### config.mk
export PLATFORM = sky130hd
export DESIGN_NAME = fpu_pack_flat
export DESIGN_NICKNAME = d
export VERILOG_FILES = /design/src/rtl/fpu_pack_if.sv /design/src/rtl/fpu_pack.sv /design/src/flat_wrapper.sv
export SDC_FILE = /design/constraint.sdc
export NUM_CORES = 1
export LEC_CHECK = 0
export BUFFER_PORTS_ARGS = -buffer_cell sky130_fd_sc_hd__buf_2
export CAP_MARGIN = 20
export CORE_MARGIN = 8
export CORE_UTILIZATION = 55
export DETAILED_ROUTE_END_ITERATION = 16
export PLACE_DENSITY_LB_ADDON = 0.08
export SETUP_SLACK_MARGIN = 0.15
export SLEW_MARGIN = 20
export SYNTH_ARGS = -nofsm -noshare
export SYNTH_HDL_FRONTEND = slang
export SYNTH_SLANG_ARGS = --single-unit
### constraint.sdc
create_clock -name clk -period 4.5 [get_ports clk]
set_input_delay 0.9 -clock clk [delete_from_list [all_inputs] [get_ports clk]]
set_output_delay 0.9 -clock clk [all_outputs]
set_load 0.05 [all_outputs]
### src/rtl/fpu_pack_if.sv
// fpu_pack_if: operand/result handshake bundle for fpu_pack
interface fpu_pack_if #(
  parameter int EXPONENT_WIDTH = 11,
  parameter int SIGNIFICAND_WIDTH = 52
);
  logic                                        in_valid;
  logic                                        in_ready;
  logic                                        in_sign;
  logic signed [EXPONENT_WIDTH+1:0]            in_exponent;
  logic [SIGNIFICAND_WIDTH+4:0]                in_significand;
  logic                                        in_is_nan;
  logic                                        in_is_inf;
  logic                                        in_is_zero;
  logic                                        out_valid;
  logic                                        out_ready;
  logic [EXPONENT_WIDTH+SIGNIFICAND_WIDTH:0]   packed_fp;
  logic                                        overflow;
  logic                                        underflow;
  logic                                        inexact;
  modport master (
    output in_valid, in_sign, in_exponent, in_significand, in_is_nan, in_is_inf, in_is_zero, out_ready,
    input  in_ready, out_valid, packed_fp, overflow, underflow, inexact
  );
  modport slave (
    input  in_valid, in_sign, in_exponent, in_significand, in_is_nan, in_is_inf, in_is_zero, out_ready,
    output in_ready, out_valid, packed_fp, overflow, underflow, inexact
  );
endinterface

### src/rtl/fpu_pack.sv
// fpu_pack: iterative normalize/round-nearest-even/pack to IEEE-754; FPU_PACK_FTZ_EN flushes subnormal results to signed zero
module fpu_pack #(
  parameter int EXPONENT_WIDTH = 11,
  parameter int SIGNIFICAND_WIDTH = 52
) (
  input logic      clk,
  input logic      rst_n,
  fpu_pack_if.slave bus
);
  localparam int E = EXPONENT_WIDTH;
  localparam int S = SIGNIFICAND_WIDTH;
  localparam logic signed [E+1:0] ONE = 1;
  localparam logic signed [E+1:0] MAXE = (1 << E) - 1;
  typedef enum logic [1:0] {IDLE, NORM, ROUND, OUT} state_t;
  state_t state, state_nx;
  logic sign_q, nan_q, inf_q, zero_q, ov_q, uf_q, ix_q;
  logic signed [E+1:0] exp_q, exp_r;
  logic [S+4:0] sig_q;
  logic [E+S:0] pf_q, special_pf, round_pf;
  logic special, exp_lt1, shift_r, shift_l, norm_done;
  logic g, r, st, rup, imp, ix, ovf, tiny;
  logic [S+1:0] sum;
  logic [E-1:0] enc;
  always_comb begin
    special = nan_q | inf_q | zero_q | (sig_q == '0);
    exp_lt1 = exp_q < ONE;
    shift_r = sig_q[S+4] | (exp_lt1 & (sig_q[S+4:1] != '0));
    shift_l = !sig_q[S+3] && exp_q > ONE;
    norm_done = !sig_q[S+4] && !exp_lt1 && !shift_l;
    special_pf = nan_q ? {1'b0, {E{1'b1}}, 1'b1, {(S-1){1'b0}}} :
                 inf_q ? {sign_q, {E{1'b1}}, {S{1'b0}}} : {sign_q, {(E+S){1'b0}}};
    g = sig_q[2];
    r = sig_q[1];
    st = sig_q[0];
    rup = g & (r | st | sig_q[3]);
    sum = {1'b0, sig_q[S+3:3]} + {{(S+1){1'b0}}, rup};
    exp_r = exp_q + {{(E+1){1'b0}}, sum[S+1]};
    imp = sum[S+1] | sum[S];
    ix = g | r | st;
    ovf = exp_r >= MAXE;
    enc = imp ? exp_r[E-1:0] : '0;
`ifdef FPU_PACK_FTZ_EN
    tiny = !imp && !ovf;
`else
    tiny = 1'b0;
`endif
    round_pf = ovf ? {sign_q, {E{1'b1}}, {S{1'b0}}} : tiny ? {sign_q, {(E+S){1'b0}}} : {sign_q, enc, sum[S-1:0]};
  end
  always_ff @(posedge clk or negedge rst_n)
    if (!rst_n) state <= IDLE;
    else state <= state_nx;
  always_comb
    state_nx = state == IDLE  ? (bus.in_valid ? NORM : IDLE) :
               state == NORM  ? (special ? OUT : norm_done ? ROUND : NORM) :
               state == ROUND ? OUT : (bus.out_ready ? IDLE : OUT);
  always_comb begin
    bus.in_ready = state == IDLE;
    bus.out_valid = state == OUT;
    bus.packed_fp = pf_q;
    bus.overflow = ov_q;
    bus.underflow = uf_q;
    bus.inexact = ix_q;
  end
  always_ff @(posedge clk or negedge rst_n)
    if (!rst_n) begin
      sign_q <= 1'b0;
      nan_q <= 1'b0;
      inf_q <= 1'b0;
      zero_q <= 1'b0;
      exp_q <= '0;
      sig_q <= '0;
      pf_q <= '0;
      ov_q <= 1'b0;
      uf_q <= 1'b0;
      ix_q <= 1'b0;
    end else if (state == IDLE && bus.in_valid) begin
      sign_q <= bus.in_sign;
      nan_q <= bus.in_is_nan;
      inf_q <= bus.in_is_inf;
      zero_q <= bus.in_is_zero;
      exp_q <= bus.in_exponent;
      sig_q <= bus.in_significand;
    end else if (state == NORM) begin
      if (special) begin
        pf_q <= special_pf;
        ov_q <= 1'b0;
        uf_q <= 1'b0;
        ix_q <= 1'b0;
      end else if (shift_r) begin
        sig_q <= {1'b0, sig_q[S+4:2], sig_q[1] | sig_q[0]};
        exp_q <= exp_q + ONE;
      end else if (exp_lt1) begin
        exp_q <= ONE;
      end else if (shift_l) begin
        sig_q <= {sig_q[S+3:0], 1'b0};
        exp_q <= exp_q - ONE;
      end
    end else if (state == ROUND) begin
      pf_q <= round_pf;
      ov_q <= ovf;
      uf_q <= tiny | (!ovf & !sig_q[S+3] & ix);
      ix_q <= ovf | tiny | ix;
    end
endmodule

### src/flat_wrapper.sv
// flat-port wrapper written by rule: the top's interface ports become plain ports
module fpu_pack_flat 
#(
  parameter int EXPONENT_WIDTH = 11,
  parameter int SIGNIFICAND_WIDTH = 52
)
  (clk, rst_n, bus_in_valid, bus_in_sign, bus_in_exponent, bus_in_significand, bus_in_is_nan, bus_in_is_inf, bus_in_is_zero, bus_out_ready, bus_in_ready, bus_out_valid, bus_packed_fp, bus_overflow, bus_underflow, bus_inexact);
  fpu_pack_if #(.EXPONENT_WIDTH(EXPONENT_WIDTH), .SIGNIFICAND_WIDTH(SIGNIFICAND_WIDTH)) bus_i ();
  input logic clk;
  input logic rst_n;
  input wire logic [$bits(bus_i.in_valid)-1:0] bus_in_valid;
  input wire logic [$bits(bus_i.in_sign)-1:0] bus_in_sign;
  input wire logic [$bits(bus_i.in_exponent)-1:0] bus_in_exponent;
  input wire logic [$bits(bus_i.in_significand)-1:0] bus_in_significand;
  input wire logic [$bits(bus_i.in_is_nan)-1:0] bus_in_is_nan;
  input wire logic [$bits(bus_i.in_is_inf)-1:0] bus_in_is_inf;
  input wire logic [$bits(bus_i.in_is_zero)-1:0] bus_in_is_zero;
  input wire logic [$bits(bus_i.out_ready)-1:0] bus_out_ready;
  output wire logic [$bits(bus_i.in_ready)-1:0] bus_in_ready;
  output wire logic [$bits(bus_i.out_valid)-1:0] bus_out_valid;
  output wire logic [$bits(bus_i.packed_fp)-1:0] bus_packed_fp;
  output wire logic [$bits(bus_i.overflow)-1:0] bus_overflow;
  output wire logic [$bits(bus_i.underflow)-1:0] bus_underflow;
  output wire logic [$bits(bus_i.inexact)-1:0] bus_inexact;
  assign bus_i.in_valid = bus_in_valid;
  assign bus_i.in_sign = bus_in_sign;
  assign bus_i.in_exponent = bus_in_exponent;
  assign bus_i.in_significand = bus_in_significand;
  assign bus_i.in_is_nan = bus_in_is_nan;
  assign bus_i.in_is_inf = bus_in_is_inf;
  assign bus_i.in_is_zero = bus_in_is_zero;
  assign bus_i.out_ready = bus_out_ready;
  assign bus_in_ready = bus_i.in_ready;
  assign bus_out_valid = bus_i.out_valid;
  assign bus_packed_fp = bus_i.packed_fp;
  assign bus_overflow = bus_i.overflow;
  assign bus_underflow = bus_i.underflow;
  assign bus_inexact = bus_i.inexact;
  fpu_pack #(.EXPONENT_WIDTH(EXPONENT_WIDTH), .SIGNIFICAND_WIDTH(SIGNIFICAND_WIDTH)) u_core (.clk(clk), .rst_n(rst_n), .bus(bus_i));
endmodule
# Yosys cells after proc, flatten, opt, wreduce, memory -nomap -nowiden
# Index checks and enable logic that the tools add are counted.
# classes
n_eq_ne	6
shift	0
n_addsub	4
n_lt_le_gt_ge	3
n_div	0
bitwise	15
mux	33
mul	0
reduce_logical	19
# op_table
op	count
2-to-1 mux 57 bit	6
2-to-1 mux 64 bit	4
2-to-1 mux 63 bit	2
2-to-1 mux 13 bit	6
zero test 57 bit	1
nonzero test 56 bit	1
adder 53 x 1 -> 54 bit	1
adder 13 x 1 -> 13 bit	1
adder 13 x 2 -> 13 bit (second input constant)	1
greater-or-equal comparator 13 x 12 -> 1 bit (second input constant)	1
greater-than comparator 13 x 2 -> 1 bit (second input constant)	1
< comparator 13 x 2 -> 1 bit (second input constant)	1
subtractor 13 x 2 -> 13 bit (second input constant)	1
2-to-1 mux 2 bit	6
2-to-1 mux 11 bit	1
bitwise OR 1 bit	10
2-to-1 mux 1 bit	8
AND reduction 3 bit	2
zero test 1 bit	5
AND 1 bit	4
equality test 2 bit (second input constant)	2
logical AND 1 bit	4
AND reduction 4 bit	1
nonzero test 2 bit	2
other kinds (8)	8
# totals
input_bits	78
latch_bits	0
output_inout_bits	69
mem_bits_rw	0
wordCells	91
rom_bits	0
regBits	143
n_memories	0

# Depth between registers and ports, before layout
# depth
word_depth	11
ltp_mapped	15
depth_no_buf	12

# Worst setup path after synthesis
# No wires, ideal clock.
# synth_path
path_kind	flip-flop to flip-flop
startpoint	reg u_core.sig_q[5]
endpoint	reg u_core.pf_q[10] (netlist: u_core.bus.packed_fp[10])
t_arrival_ns	3.657
setup_time_ns	0.123
path_slack_ns	0.720
synth_period_minus_slack_ns	3.780
stages_incl_launch_ff	16
path_cell_list	dfrtp_1 > clkbuf_1 > nand3_1 > nor3_2 > and4_1 > buf_2 > nand2_1 > nor3b_1 > ha_1 > nand3_1 > or4_1 > a22oi_1 > o21ai_1 > o21ai_1 > buf_2 > o2bb2ai_1
# synth_between
elab_chain_cells	6
word_cells_on_any_way	10
cone_classes	add/sub: 2; order compare: 1; eq/ne: 1; mux: 3; bitwise: 1; reduce/logical: 2
# synth_rtl
item	line	text
from (decl)	fpu_pack.sv:18	logic [S+4:0] sig_q;
from (signal assigned)	fpu_pack.sv:82	sig_q <= bus.in_significand;
from (signal assigned)	fpu_pack.sv:90	sig_q <= {1'b0, sig_q[S+4:2], sig_q[1] | sig_q[0]};
from (signal assigned)	fpu_pack.sv:95	sig_q <= {sig_q[S+3:0], 1'b0};
adder 53 x 1 -> 54 bit	fpu_pack.sv:36	sum = {1'b0, sig_q[S+3:3]} + {{(S+1){1'b0}}, rup};
adder 13 x 1 -> 13 bit	fpu_pack.sv:37	exp_r = exp_q + {{(E+1){1'b0}}, sum[S+1]};
greater-or-equal comparator 13 x 12 -> 1 bit	fpu_pack.sv:40	ovf = exp_r >= MAXE;
2-to-1 mux 63 bit	fpu_pack.sv:47	round_pf = ovf ? {sign_q, {E{1'b1}}, {S{1'b0}}} : tiny ? {sign_q, {(E+S){1'b0}}} : {sign_q, enc, sum[S-1:0]};
2-to-1 mux 64 bit	fpu_pack.sv:98	end else if (state == ROUND) begin
2-to-1 mux 64 bit	fpu_pack.sv:83	end else if (state == NORM) begin
to (signal assigned)	fpu_pack.sv:85	pf_q <= special_pf;
to (signal assigned)	fpu_pack.sv:99	pf_q <= round_pf;
to (decl)	fpu_pack.sv:19	logic [E+S:0] pf_q, special_pf, round_pf;
# Several ways; a longest one is shown, not always the timed one. The select of a mux whose other input is x is not followed.
# A chain may end at the register's enable or synchronous reset.

# Worst setup path after layout
# layout_path
startpoint	reg u_core.sig_q[12]
endpoint	reg u_core.uf_q (netlist: u_core.bus.underflow)
# layout_between
elab_chain_cells	8
word_cells_on_any_way	12
cone_classes	add/sub: 2; order compare: 1; eq/ne: 1; mux: 2; bitwise: 3; reduce/logical: 3
# layout_rtl
item	line	text
adder 53 x 1 -> 54 bit	fpu_pack.sv:36	
adder 13 x 1 -> 13 bit	fpu_pack.sv:37	
greater-or-equal comparator 13 x 12 -> 1 bit	fpu_pack.sv:40	
zero test 1 bit	fpu_pack.sv:101	uf_q <= tiny | (!ovf & !sig_q[S+3] & ix);
AND 1 bit (2 in a row)	fpu_pack.sv:101	
2-to-1 mux 1 bit	fpu_pack.sv:98	
2-to-1 mux 1 bit	fpu_pack.sv:83	
to (signal assigned)	fpu_pack.sv:101	
to (decl)	fpu_pack.sv:16	logic sign_q, nan_q, inf_q, zero_q, ov_q, uf_q, ix_q;
# Several ways; a longest one is shown, not always the timed one. The select of a mux whose other input is x is not followed.

==> flow_summary.json <==
{
  "post_cts_hold_fix_bufs": 0,
  "antenna_cells": 0,
  "slew_violations": 0,
  "power_density_mw_per_mm2": 862,
  "p_sw_w": 0.00446,
  "num_io_pins": 147,
  "setup_tns_ns": 0,
  "grt_use_total_pct": 26.0,
  "area_growth_syn_to_layout_pct": 16.7,
  "cts-htree-levels": 4,
  "final.period_utilization_pct": 88.8,
  "critical_path.startpoint_type": "register",
  "first_iter_violations": 1038,
  "cell_internal_pwr_w": 0.00460,
  "worstMarginPinSlew_ns": 0.839,
  "post-cts-setup-buffer-count": 0,
  "path_clk_slew_ns": 0.06,
  "cts_buf_count": 17,
  "worst_slew_margin_rel_pct": 44.1,
  "cts.sink_count": 143,
  "place_congestion": 0.927,
  "critPathCaptureType": "register",
  "fmax_ghz": 0.250,
  "edff_count_synth": 0,
  "timing_hold_violations_final": 0,
  "worst-endpoint-arrival_ns": 4.33,
  "fp.coreArea_sq_mm": 0.0159,
  "drtAntennaViolNets": 0,
  "routed_wire_length_per_instance_um": 20.0,
  "utilization_pct": 66.0,
  "synthArstFlopShare_pct": 100,
  "via_count": 8314,
  "dieArea_sq_mm": 0.0207,
  "timing.setup.critical_path_class": "register to register",
  "outcome": "completed",
  "critPathRequiredTime_ns": 4.84,
  "worst_r2r_startpoint": "u_core.sig_q[12]",
  "first_pass_grt_wire_length_um": 42800,
  "worst-r2r-setup-slack_ns": 0.50,
  "die-width_um": 144,
  "fin_worst_skew_ns": 0.00725,
  "timing.final.crit_period_ns": 4.00,
  "dp_hpwl_um": 17900,
  "ys_ff_latch": 143,
  "hold_worst_slack_ns": 0.398,
  "synthesis.nets": 1092,
  "floorplan.initialDensity_pct": 56.5,
  "share_comb_of_total_power_pct": 54.7,
  "vias_per_cell": 6.26,
  "yosys_warnings": 0,
  "clock-root-buffer": "sky130_fd_sc_hd__clkbuf_16",
  "pwr-share-seq_pct": 29.2,
  "final-setup-viol-count": 0,
  "clock_power_share_pct": 16.1,
  "totalWireLength_um": 26600,
  "netSwitchingFraction_pct": 49.3,
  "grt_max_degree": 109,
  "drive_gt1_share_pct": 23.7,
  "detail_route.first_pass.iterations": 6,
  "nets": 1187,
  "drc_errors": 0,
  "io_buffers": 146,
  "syn-cell-area_sq_mm": 0.00901,
  "worst_ir_drop_vdd_v": 0.000566,
  "syn-mean-instance-area_sq_um": 8.97,
  "placement_rows": 46,
  "die_h_um": 144,
  "cts_tree": "yes",
  "post_synthesis_cell_count": 1004,
  "worst-path-max-fanout": 53,
  "rsz0062_at_grt": "no",
  "final_common_cell": "sky130_fd_sc_hd__buf_2",
  "hp-class": "input pin to asynchronous set/reset pin",
  "worstRegToRegCells": 13,
  "synth_cell_types": 64,
  "worst_skew_pair.late_latency_ns": 0.43,
  "grt_overflow": 0,
  "ctsLongestPathBuffers": 2,
  "static-leakage-power_nw": 4.36,
  "yosysSeqAreaShare_pct": 39.7,
  "most-common-layout-cells": "sky130_fd_sc_hd__buf_2, sky130_fd_sc_hd__dfrtp_1, sky130_fd_sc_hd__a21oi_1, sky130_fd_sc_hd__nor2_1, sky130_fd_sc_hd__o21ai_0",
  "max-cap-violations": 0,
  "crit-reg2reg-capture": "u_core.bus.underflow",
  "antenna_found_initial": 0,
  "first_global_vias": 7991,
  "synth_flop_cell": "sky130_fd_sc_hd__dfrtp_1"
}
[critical path: stages, from the launching register on]
cell	delay [ns]
sky130_fd_sc_hd__dfrtp_1	0.50
sky130_fd_sc_hd__nand4_1	0.25
sky130_fd_sc_hd__nor4_2	0.34
sky130_fd_sc_hd__and4_1	0.29
sky130_fd_sc_hd__nand2_1	0.11
sky130_fd_sc_hd__nor3b_1	0.28
sky130_fd_sc_hd__ha_1	0.32
sky130_fd_sc_hd__nor2_1	0.07
sky130_fd_sc_hd__o311a_1	0.29
sky130_fd_sc_hd__o31a_1	0.31
sky130_fd_sc_hd__a31oi_1	0.50
sky130_fd_sc_hd__o21ai_4	0.12
sky130_fd_sc_hd__buf_12	0.21
sky130_fd_sc_hd__o31ai_1	0.27
[logic make-up after synthesis]
group           after synthesis  share of synthesized area, %
compound gates              315                          22.9
mux                          56                          7.76
simple gates                300                          16.6
flops                       143                          39.7
xor+xnor                     61                          5.93
buf+inv                     119                          5.63
fa+ha+maj                    10                          1.39
[worst max path at each step]
stage,start,end,slack (ns),depth (start not counted)
after global placement,u_core.sig_q[12],u_core.bus.packed_fp[55],0.18,12
after detailed placement,u_core.sig_q[12],u_core.bus.packed_fp[59],0.48,12
after CTS,u_core.sig_q[12],u_core.bus.packed_fp[60],0.43,12
after floorplan,u_core.sig_q[5],u_core.bus.packed_fp[10],0.72,15
final,u_core.sig_q[12],u_core.bus.underflow,0.50,13
after global routing,u_core.sig_q[12],u_core.bus.packed_fp[51],0.22,13
[area by class of cell]
cell class | instances | area, sq um
Clock buffer | 19 | 443
Clock inverter | 13 | 164
Fill cell | 1399 | 5430
Inverter | 23 | 86.3
Multi-Input combinational cell | 742 | 4980
Sequential cell | 143 | 3580
Tap cell | 216 | 270
Timing Repair Buffer | 172 | 990
[routing by layer]
metal	track usage, %	share of wire [%]	up-vias	routed length, um
met5	0	0	-	0
li1	-	-	3878	-
met3	4.71	8.2	38	2180
met2	37.9	44	382	11800
met1	38.1	46	4016	12200
met4	8.08	1.6	0	423
[registers in the layout, summed over array words and instances, names as in the netlist]
signal / flops
u_core.bus.inexact: 1
u_core.bus.overflow: 1
u_core.bus.packed_fp: 64
u_core.bus.underflow: 1
u_core.exp_q: 13
u_core.inf_q: 1
u_core.nan_q: 1
u_core.sig_q: 57
u_core.sign_q: 1
u_core.state: 2
u_core.zero_q: 1
[through the flow]
stage | cell area (sq um) | worst slack, ns | power, W | std cells
6_report | 10500 | 0.504 | 0.00906 | 1328
5_1_grt | 10500 | 0.221 | 0.00963 | 1328
4_1_cts | 10500 | 0.433 | 0.00905 | 1327
3_5_place_dp | 9870 | 0.480 | 0.00755 | 1295
3_3_place_gp | 9870 | 0.176 | 0.00748 | 1295
2_1_floorplan | 9010 | 0.720 | 0.00633 | 1004
[cells in the mapped netlist (all sizes together) (30+ instances only)]
library cell	instances	share of area, %
a21oi	115	6.4
buf	33	2.0
clkbuf	63	2.6
dfrtp	143	40
mux2	48	6.9
nand2	53	2.2
nand3	30	1.7
nor2	94	3.9
nor3	30	1.8
o21ai	70	3.9
o2bb2ai	58	5.6
xnor2	35	3.4
[power by group through the flow]
stage | Combinational, W | Clock (W) | Sequential [W]
after global placement | 0.00487 | 0 | 0.00262
after global routing | 0.00536 | 0.00154 | 0.00274
after CTS | 0.00496 | 0.00148 | 0.00262
after floorplan | 0.00302 | 0 | 0.00331
after detailed placement | 0.00492 | 0 | 0.00263
final | 0.00495 | 0.00146 | 0.00265
[timing repair]
action / in CTS / in global routing
endpoints found under the setup margin: 0 / 11
resized for setup: 0 / 1
hold endpoints to repair: 0 / 0
No activity file was read; power rests on OpenSTA's default activity.
